[config.mk]
export PLATFORM = sky130hd
export DESIGN_NAME = fetch_stage
export DESIGN_NICKNAME = d
export VERILOG_FILES = /design/src/rtl/fetch_stage_pkg.sv /design/src/rtl/dff.sv /design/src/rtl/fetch_next_pc.sv /design/src/rtl/fetch_stage.sv
export SDC_FILE = /design/constraint.sdc
export NUM_CORES = 1
export LEC_CHECK = 0
export CAP_MARGIN = 20
export CELL_PAD_IN_SITES_DETAIL_PLACEMENT = 0
export CELL_PAD_IN_SITES_GLOBAL_PLACEMENT = 2
export CORE_UTILIZATION = 32
export CTS_CLUSTER_DIAMETER = 50
export CTS_CLUSTER_SIZE = 28
export DETAILED_ROUTE_END_ITERATION = 8
export GPL_ROUTABILITY_DRIVEN = 0
export HOLD_SLACK_MARGIN = 0.08
export PLACE_DENSITY = 0.87
export SYNTH_ARGS = -nofsm -noshare
export SYNTH_HDL_FRONTEND = slang
export SYNTH_HIERARCHICAL = 1
export SYNTH_SLANG_ARGS = --single-unit
[constraint.sdc]
create_clock -name clk -period 3.8 [get_ports clk]
set_input_delay 0.57 -clock clk [delete_from_list [all_inputs] [get_ports clk]]
set_output_delay 0.57 -clock clk [all_outputs]
set_load 0.005 [all_outputs]
[src/rtl/fetch_stage_pkg.sv]
// Shared constants, fetch FSM encoding and PC helpers for the WISC fetch stage.
package fetch_stage_pkg;

  localparam logic [15:0] DEF_RESET_PC    = 16'h0000;
  localparam logic [15:0] DEF_SIIC_VECTOR = 16'h0002;
  localparam logic [15:0] DEF_NOP_INSTR   = 16'h0800;

  typedef enum logic [1:0] {
    RUN      = 2'b00,
    WAIT_MEM = 2'b01,
    HALTED   = 2'b10
  } fetch_state_e;

  // Instructions are halfword aligned, so bit 0 of any fetch target is dropped.
  function automatic logic [15:0] align_pc(input logic [15:0] a);
    return {a[15:1], 1'b0};
  endfunction

endpackage

[src/rtl/dff.sv]
// Plain W-bit register with synchronous active-high reset to RST_VAL.
module dff #(
  parameter int          W       = 1,
  parameter logic [W-1:0] RST_VAL = '0
) (
  input  logic         clk,
  input  logic         rst,
  input  logic [W-1:0] d_i,
  output logic [W-1:0] q_o
);

  always_ff @(posedge clk) begin
    if (rst) q_o <= RST_VAL;
    else     q_o <= d_i;
  end

endmodule

[src/rtl/fetch_next_pc.sv]
// Redirect priority mux: picks the fetch target (RTI > SIIC > branch/jump) and
// reports whether IF/ID must be flushed this cycle.
module fetch_next_pc
  import fetch_stage_pkg::*;
(
  input  logic [15:0] pc_i,
  input  logic [15:0] epc_i,
  input  logic [15:0] redirect_pc_i,
  input  logic [15:0] siic_vector_i,
  input  logic        rti_i,
  input  logic        siic_i,
  input  logic        redirect_i,
  output logic        flush_o,
  output logic        siic_sel_o,
  output logic [15:0] target_o,
  output logic [15:0] pc_plus2_o
);

  always_comb begin
    target_o   = align_pc(redirect_pc_i);
    siic_sel_o = 1'b0;
    if (rti_i) begin
      target_o = align_pc(epc_i);
    end else if (siic_i) begin
      target_o   = align_pc(siic_vector_i);
      siic_sel_o = 1'b1;
    end
  end

  assign flush_o    = rti_i | siic_i | redirect_i;
  assign pc_plus2_o = pc_i + 16'd2;

endmodule

[src/rtl/fetch_stage.sv]
// WISC instruction fetch: PC/EPC, imem handshake FSM, one-entry skid buffer for
// fetches that complete under a hazard stall, and the IF/ID pipeline register.
module fetch_stage
  import fetch_stage_pkg::*;
#(
  parameter logic [15:0] RESET_PC    = DEF_RESET_PC,
  parameter logic [15:0] SIIC_VECTOR = DEF_SIIC_VECTOR,
  parameter logic [15:0] NOP_INSTR   = DEF_NOP_INSTR
) (
  input  logic        clk,
  input  logic        rst,
  input  logic        stall_id,
  input  logic        redirect_valid,
  input  logic [15:0] redirect_pc,
  input  logic        siic_take,
  input  logic [15:0] siic_pc_plus2,
  input  logic        rti_take,
  input  logic        halt_in,
  output logic        imem_rd,
  output logic [15:0] imem_addr,
  input  logic [15:0] imem_data,
  input  logic        imem_stall,
  input  logic        imem_done,
  output logic [15:0] ifid_instr,
  output logic [15:0] ifid_pc_plus2,
  output logic        ifid_valid,
  output logic        fetch_halted
);

  fetch_state_e state_q, state_d;
  logic         halted_q, halted_d;
  logic [15:0]  pc_q, pc_d, epc_q, epc_d;
  logic [15:0]  ifid_instr_q, ifid_instr_d, ifid_pc2_q, ifid_pc2_d;
  logic         ifid_valid_q, ifid_valid_d;
  logic         pend_valid_q, pend_valid_d;
  logic [15:0]  pend_pc_q, pend_pc_d;
  logic         skid_valid_q, skid_valid_d;
  logic [15:0]  skid_instr_q, skid_instr_d;

  logic         flush, siic_sel;
  logic [15:0]  target, pc_plus2;
  logic         mem_req, mem_accept;
  logic         load, bubble;
  logic [15:0]  load_instr;

  fetch_next_pc u_next_pc (
    .pc_i         (pc_q),
    .epc_i        (epc_q),
    .redirect_pc_i(redirect_pc),
    .siic_vector_i(SIIC_VECTOR),
    .rti_i        (rti_take),
    .siic_i       (siic_take),
    .redirect_i   (redirect_valid),
    .flush_o      (flush),
    .siic_sel_o   (siic_sel),
    .target_o     (target),
    .pc_plus2_o   (pc_plus2)
  );

  // No new request while a skid entry waits to drain; it is pc's instruction.
  assign mem_req    = (state_q == RUN) && !stall_id && !halt_in && !skid_valid_q;
  assign mem_accept = mem_req && !imem_stall;

  always_comb begin
    state_d      = state_q;
    halted_d     = halted_q;
    pc_d         = pc_q;
    epc_d        = epc_q;
    ifid_instr_d = ifid_instr_q;
    ifid_pc2_d   = ifid_pc2_q;
    ifid_valid_d = ifid_valid_q;
    pend_valid_d = pend_valid_q;
    pend_pc_d    = pend_pc_q;
    skid_valid_d = skid_valid_q;
    skid_instr_d = skid_instr_q;
    load         = 1'b0;
    bubble       = 1'b0;
    load_instr   = imem_data;

    if (state_q != HALTED && siic_sel) epc_d = siic_pc_plus2;

    unique case (state_q)
      RUN: begin
        if (flush) begin
          bubble       = 1'b1;
          skid_valid_d = 1'b0;
          // An accepted miss still has to drain; remember where to go afterwards.
          if (mem_accept && !imem_done) begin
            state_d      = WAIT_MEM;
            pend_valid_d = 1'b1;
            pend_pc_d    = target;
          end else begin
            pc_d = target;
          end
        end else if (halt_in) begin
          state_d      = HALTED;
          halted_d     = 1'b1;
          bubble       = 1'b1;
          skid_valid_d = 1'b0;
        end else if (skid_valid_q) begin
          if (!stall_id) begin
            load         = 1'b1;
            load_instr   = skid_instr_q;
            skid_valid_d = 1'b0;
          end
        end else if (mem_req && imem_done) begin
          load = 1'b1;
        end else begin
          if (mem_accept) state_d = WAIT_MEM;
          bubble = !stall_id;
        end
      end
      WAIT_MEM: begin
        if (halt_in && !flush) begin
          state_d      = HALTED;
          halted_d     = 1'b1;
          bubble       = 1'b1;
          pend_valid_d = 1'b0;
        end else if (imem_done) begin
          state_d      = RUN;
          pend_valid_d = 1'b0;
          if (flush || pend_valid_q) begin
            pc_d   = flush ? target : pend_pc_q;
            bubble = flush || !stall_id;
          end else if (stall_id) begin
            skid_valid_d = 1'b1;
            skid_instr_d = imem_data;
          end else begin
            load = 1'b1;
          end
        end else begin
          if (flush) begin
            pend_valid_d = 1'b1;
            pend_pc_d    = target;
          end
          bubble = flush || !stall_id;
        end
      end
      HALTED: bubble = 1'b1;
      default: state_d = RUN;
    endcase

    if (load) begin
      ifid_instr_d = load_instr;
      ifid_pc2_d   = pc_plus2;
      ifid_valid_d = 1'b1;
      pc_d         = pc_plus2;
    end else if (bubble) begin
      ifid_instr_d = NOP_INSTR;
      ifid_valid_d = 1'b0;
    end
  end

  // ---- state / IF-ID register boundary ----
  always_ff @(posedge clk) begin
    if (rst) begin
      state_q  <= RUN;
      halted_q <= 1'b0;
    end else begin
      state_q  <= state_d;
      halted_q <= halted_d;
    end
  end

  dff #(.W(16), .RST_VAL(RESET_PC))  u_pc    (.clk(clk), .rst(rst), .d_i(pc_d),         .q_o(pc_q));
  dff #(.W(16), .RST_VAL(16'h0000))  u_epc   (.clk(clk), .rst(rst), .d_i(epc_d),        .q_o(epc_q));
  dff #(.W(16), .RST_VAL(NOP_INSTR)) u_ifi   (.clk(clk), .rst(rst), .d_i(ifid_instr_d), .q_o(ifid_instr_q));
  dff #(.W(16), .RST_VAL(16'h0000))  u_ifp   (.clk(clk), .rst(rst), .d_i(ifid_pc2_d),   .q_o(ifid_pc2_q));
  dff #(.W(1),  .RST_VAL(1'b0))      u_ifv   (.clk(clk), .rst(rst), .d_i(ifid_valid_d), .q_o(ifid_valid_q));
  dff #(.W(1),  .RST_VAL(1'b0))      u_pendv (.clk(clk), .rst(rst), .d_i(pend_valid_d), .q_o(pend_valid_q));
  dff #(.W(16), .RST_VAL(16'h0000))  u_pendp (.clk(clk), .rst(rst), .d_i(pend_pc_d),    .q_o(pend_pc_q));
  dff #(.W(1),  .RST_VAL(1'b0))      u_skidv (.clk(clk), .rst(rst), .d_i(skid_valid_d), .q_o(skid_valid_q));
  dff #(.W(16), .RST_VAL(16'h0000))  u_skidd (.clk(clk), .rst(rst), .d_i(skid_instr_d), .q_o(skid_instr_q));

  assign imem_rd       = mem_req && !rst;
  assign imem_addr     = pc_q;
  assign ifid_instr    = ifid_instr_q;
  assign ifid_pc_plus2 = ifid_pc2_q;
  assign ifid_valid    = ifid_valid_q;
  assign fetch_halted  = halted_q;

endmodule

==> results.sh <==
export IMPL_clock_path_buffers=2
export IMPL_reg2reg_from="state_q[1]"
export IMPL_worst_pin_slew_ns=0.913
export IMPL_ctsResizeCount=0
export IMPL_avgSynthCellArea_um2=9.27
export IMPL_maxCapViolations=0
export IMPL_drc=0
export IMPL_fin_area_mm2=0.00738
export IMPL_hp_start="fetch_halted"
export IMPL_cp_required_ns=4.03
export IMPL_place_inst=951
export IMPL_grt_max_degree=52
export IMPL_die_area_mm2=0.0189
export IMPL_wirelength_um=14300
export IMPL_drt_iter0_markers=175
export IMPL_rows=49
export IMPL_yosys_warnings=6
export IMPL_critical_path_startpoint="siic_take"
export IMPL_core_area_mm2=0.0180
export IMPL_ir_worst_vdd_v=0.000230
export IMPL_grt_usage=0.157
export IMPL_io_buffer_count=105
export IMPL_vias=4658
export IMPL_dieHeight_um=137
export IMPL_ant_nets=0
export IMPL_wl_per_cell_um=14.8
export IMPL_initial_core_util=0.326
export IMPL_fill_cells=1770
export IMPL_nNetsFinal=791
export IMPL_drt_pass1_iter_count=4
export IMPL_startpoint_type="input port"
export IMPL_drv_slew=0
export IMPL_setup_viol=0
export IMPL_power_density_mw_per_mm2=325
export IMPL_cts_made_buffers=9
export IMPL_grt_pass1_wl_um=23000
export IMPL_clk_pin_slew_worst_paths_ns=0.07
export IMPL_ios=108
export IMPL_first_global_vias=4648
export IMPL_synthCells=632
export IMPL_cts_sinks=101
export IMPL_clock_fmax_mhz=333
export IMPL_rsz0062_at_grt="false"
export IMPL_min_period_ns=3.00
export IMPL_critPathCaptureType="flip-flop"
export IMPL_dieWidth_um=137
export IMPL_diodes=0
export IMPL_root_buffer="clkbuf_16"
export IMPL_viasPerCell=4.82
export IMPL_postCtsSetupBuffers=0
export IMPL_slew_headroom=0.389
export IMPL_final_setup_tns_ns=0
export IMPL_cts_tree="done"
export IMPL_cp_max_fo=16
export IMPL_skew_ns=0.00738
export IMPL_dp_slack_ns=0.385
export IMPL_area_growth_pct=25.9
export IMPL_p_leak_uw=0.00317
export IMPL_fin_ws_ns=0.798
export IMPL_dpl_hpwl_um=10300
export IMPL_placed_area_mm2=0.00709
export IMPL_run_status="completed"
export IMPL_min_path_type="reg -> reg"
export IMPL_syn_area_mm2=0.00586
export IMPL_fin_util=0.411
export IMPL_clk_latency_ns=0.36
export IMPL_final_layout_size_suffix_gt1_frac=0.228
export IMPL_final_cells=967
export IMPL_overflow=0
export IMPL_antenna_found_initial=0
export IMPL_fin_crit_sh=0.790
export IMPL_cp_data_arrival_time_ns=3.23
export IMPL_cts_max_level=3
export IMPL_cts_hold_buffers_added=0
export IMPL_hold_viol_final=0
export IMPL_worst_setup_path_type="in -> reg"
[critical path: stages]
cell	delay (ns)
clkdlybuf4s50_1	0.41
or3_1	0.47
or4_1	0.64
inv_1	0.09
nand2_1	0.44
mux2_2	0.46
nor2b_2	0.15
[where the power goes]
| group | switching [µW] | internal, µW | total (µW) |
|---|---|---|---|
| combinational | 150 | 205 | 356 |
| clock | 450 | 460 | 910 |
| sequential | 43.6 | 1090 | 1130 |
| total | 644 | 1750 | 2390 |
[metal layers]
layer | GRT usage | vias up | part of all wire
li1 | - | 2359 | -
met2 | 0.284 | 74 | 0.52
met1 | 0.181 | 2215 | 0.42
met4 | 0.0476 | 0 | 0.012
met3 | 0.0379 | 10 | 0.044
met5 | 0 | - | 0
[flip-flops by register name, summed over array words and instances, names as in the netlist]
register	flops
u_ifi/q_o	16
fetch_halted	1
u_skidv/q_o	1
state_q	2
u_ifv/q_o	1
u_epc/q_o	15
u_skidd/q_o	16
u_pendv/q_o	1
u_ifp/q_o	16
u_pendp/q_o	16
u_pc/q_o	16
[final cells by class]
type | instances | area [µm²] | share of cell area
repair buffers | 119 | 1150 | 0.156
flip-flops and latches | 101 | 2020 | 0.274
inverters | 10 | 37.5 | 0.00509
clock inverters | 7 | 62.6 | 0.00848
multi-input cells | 492 | 3590 | 0.487
clock buffers | 9 | 225 | 0.0305
well taps | 229 | 287 | 0.0388
[cell usage in the layout (no fill, tap or decap), types with 6 or more instances in the layout]
cell type and instances:
xor2_1 8, o21ai_1 19, a221oi_2 8, nor2b_1 28, and2b_2 29, nor2_1 22, nand3_1 6, clkdlybuf4s50_1 104
mux2_4 10, nand2_1 103, o21ai_0 15, mux2i_1 47, dfxtp_1 101, inv_1 10, o22ai_1 15, conb_1 16
nor2b_2 35, mux2_1 16, buf_4 15, clkbuf_16 9, mux2_2 44, a21oi_1 15
[through the flow]
stage,hold WS [ns],total power [µW]
finish,0.453,2390
global route,0.482,2510
CTS,0.467,2440
detailed placement,0.456,1510
global placement,0.458,1500
floorplan,0.436,1370
[worst paths after layout]
path | endpoint | slack [ns] | cells after the start
worst max-delay path | u_skidd/q_o[4] | 0.80 | 7
worst min-delay path | fetch_halted | 0.45 | 2
worst max register to register | u_pc/q_o[14] | 1.00 | 6
worst min register to register | fetch_halted | 0.45 | 2
Note: power is estimated with default switching activity, not from simulation.
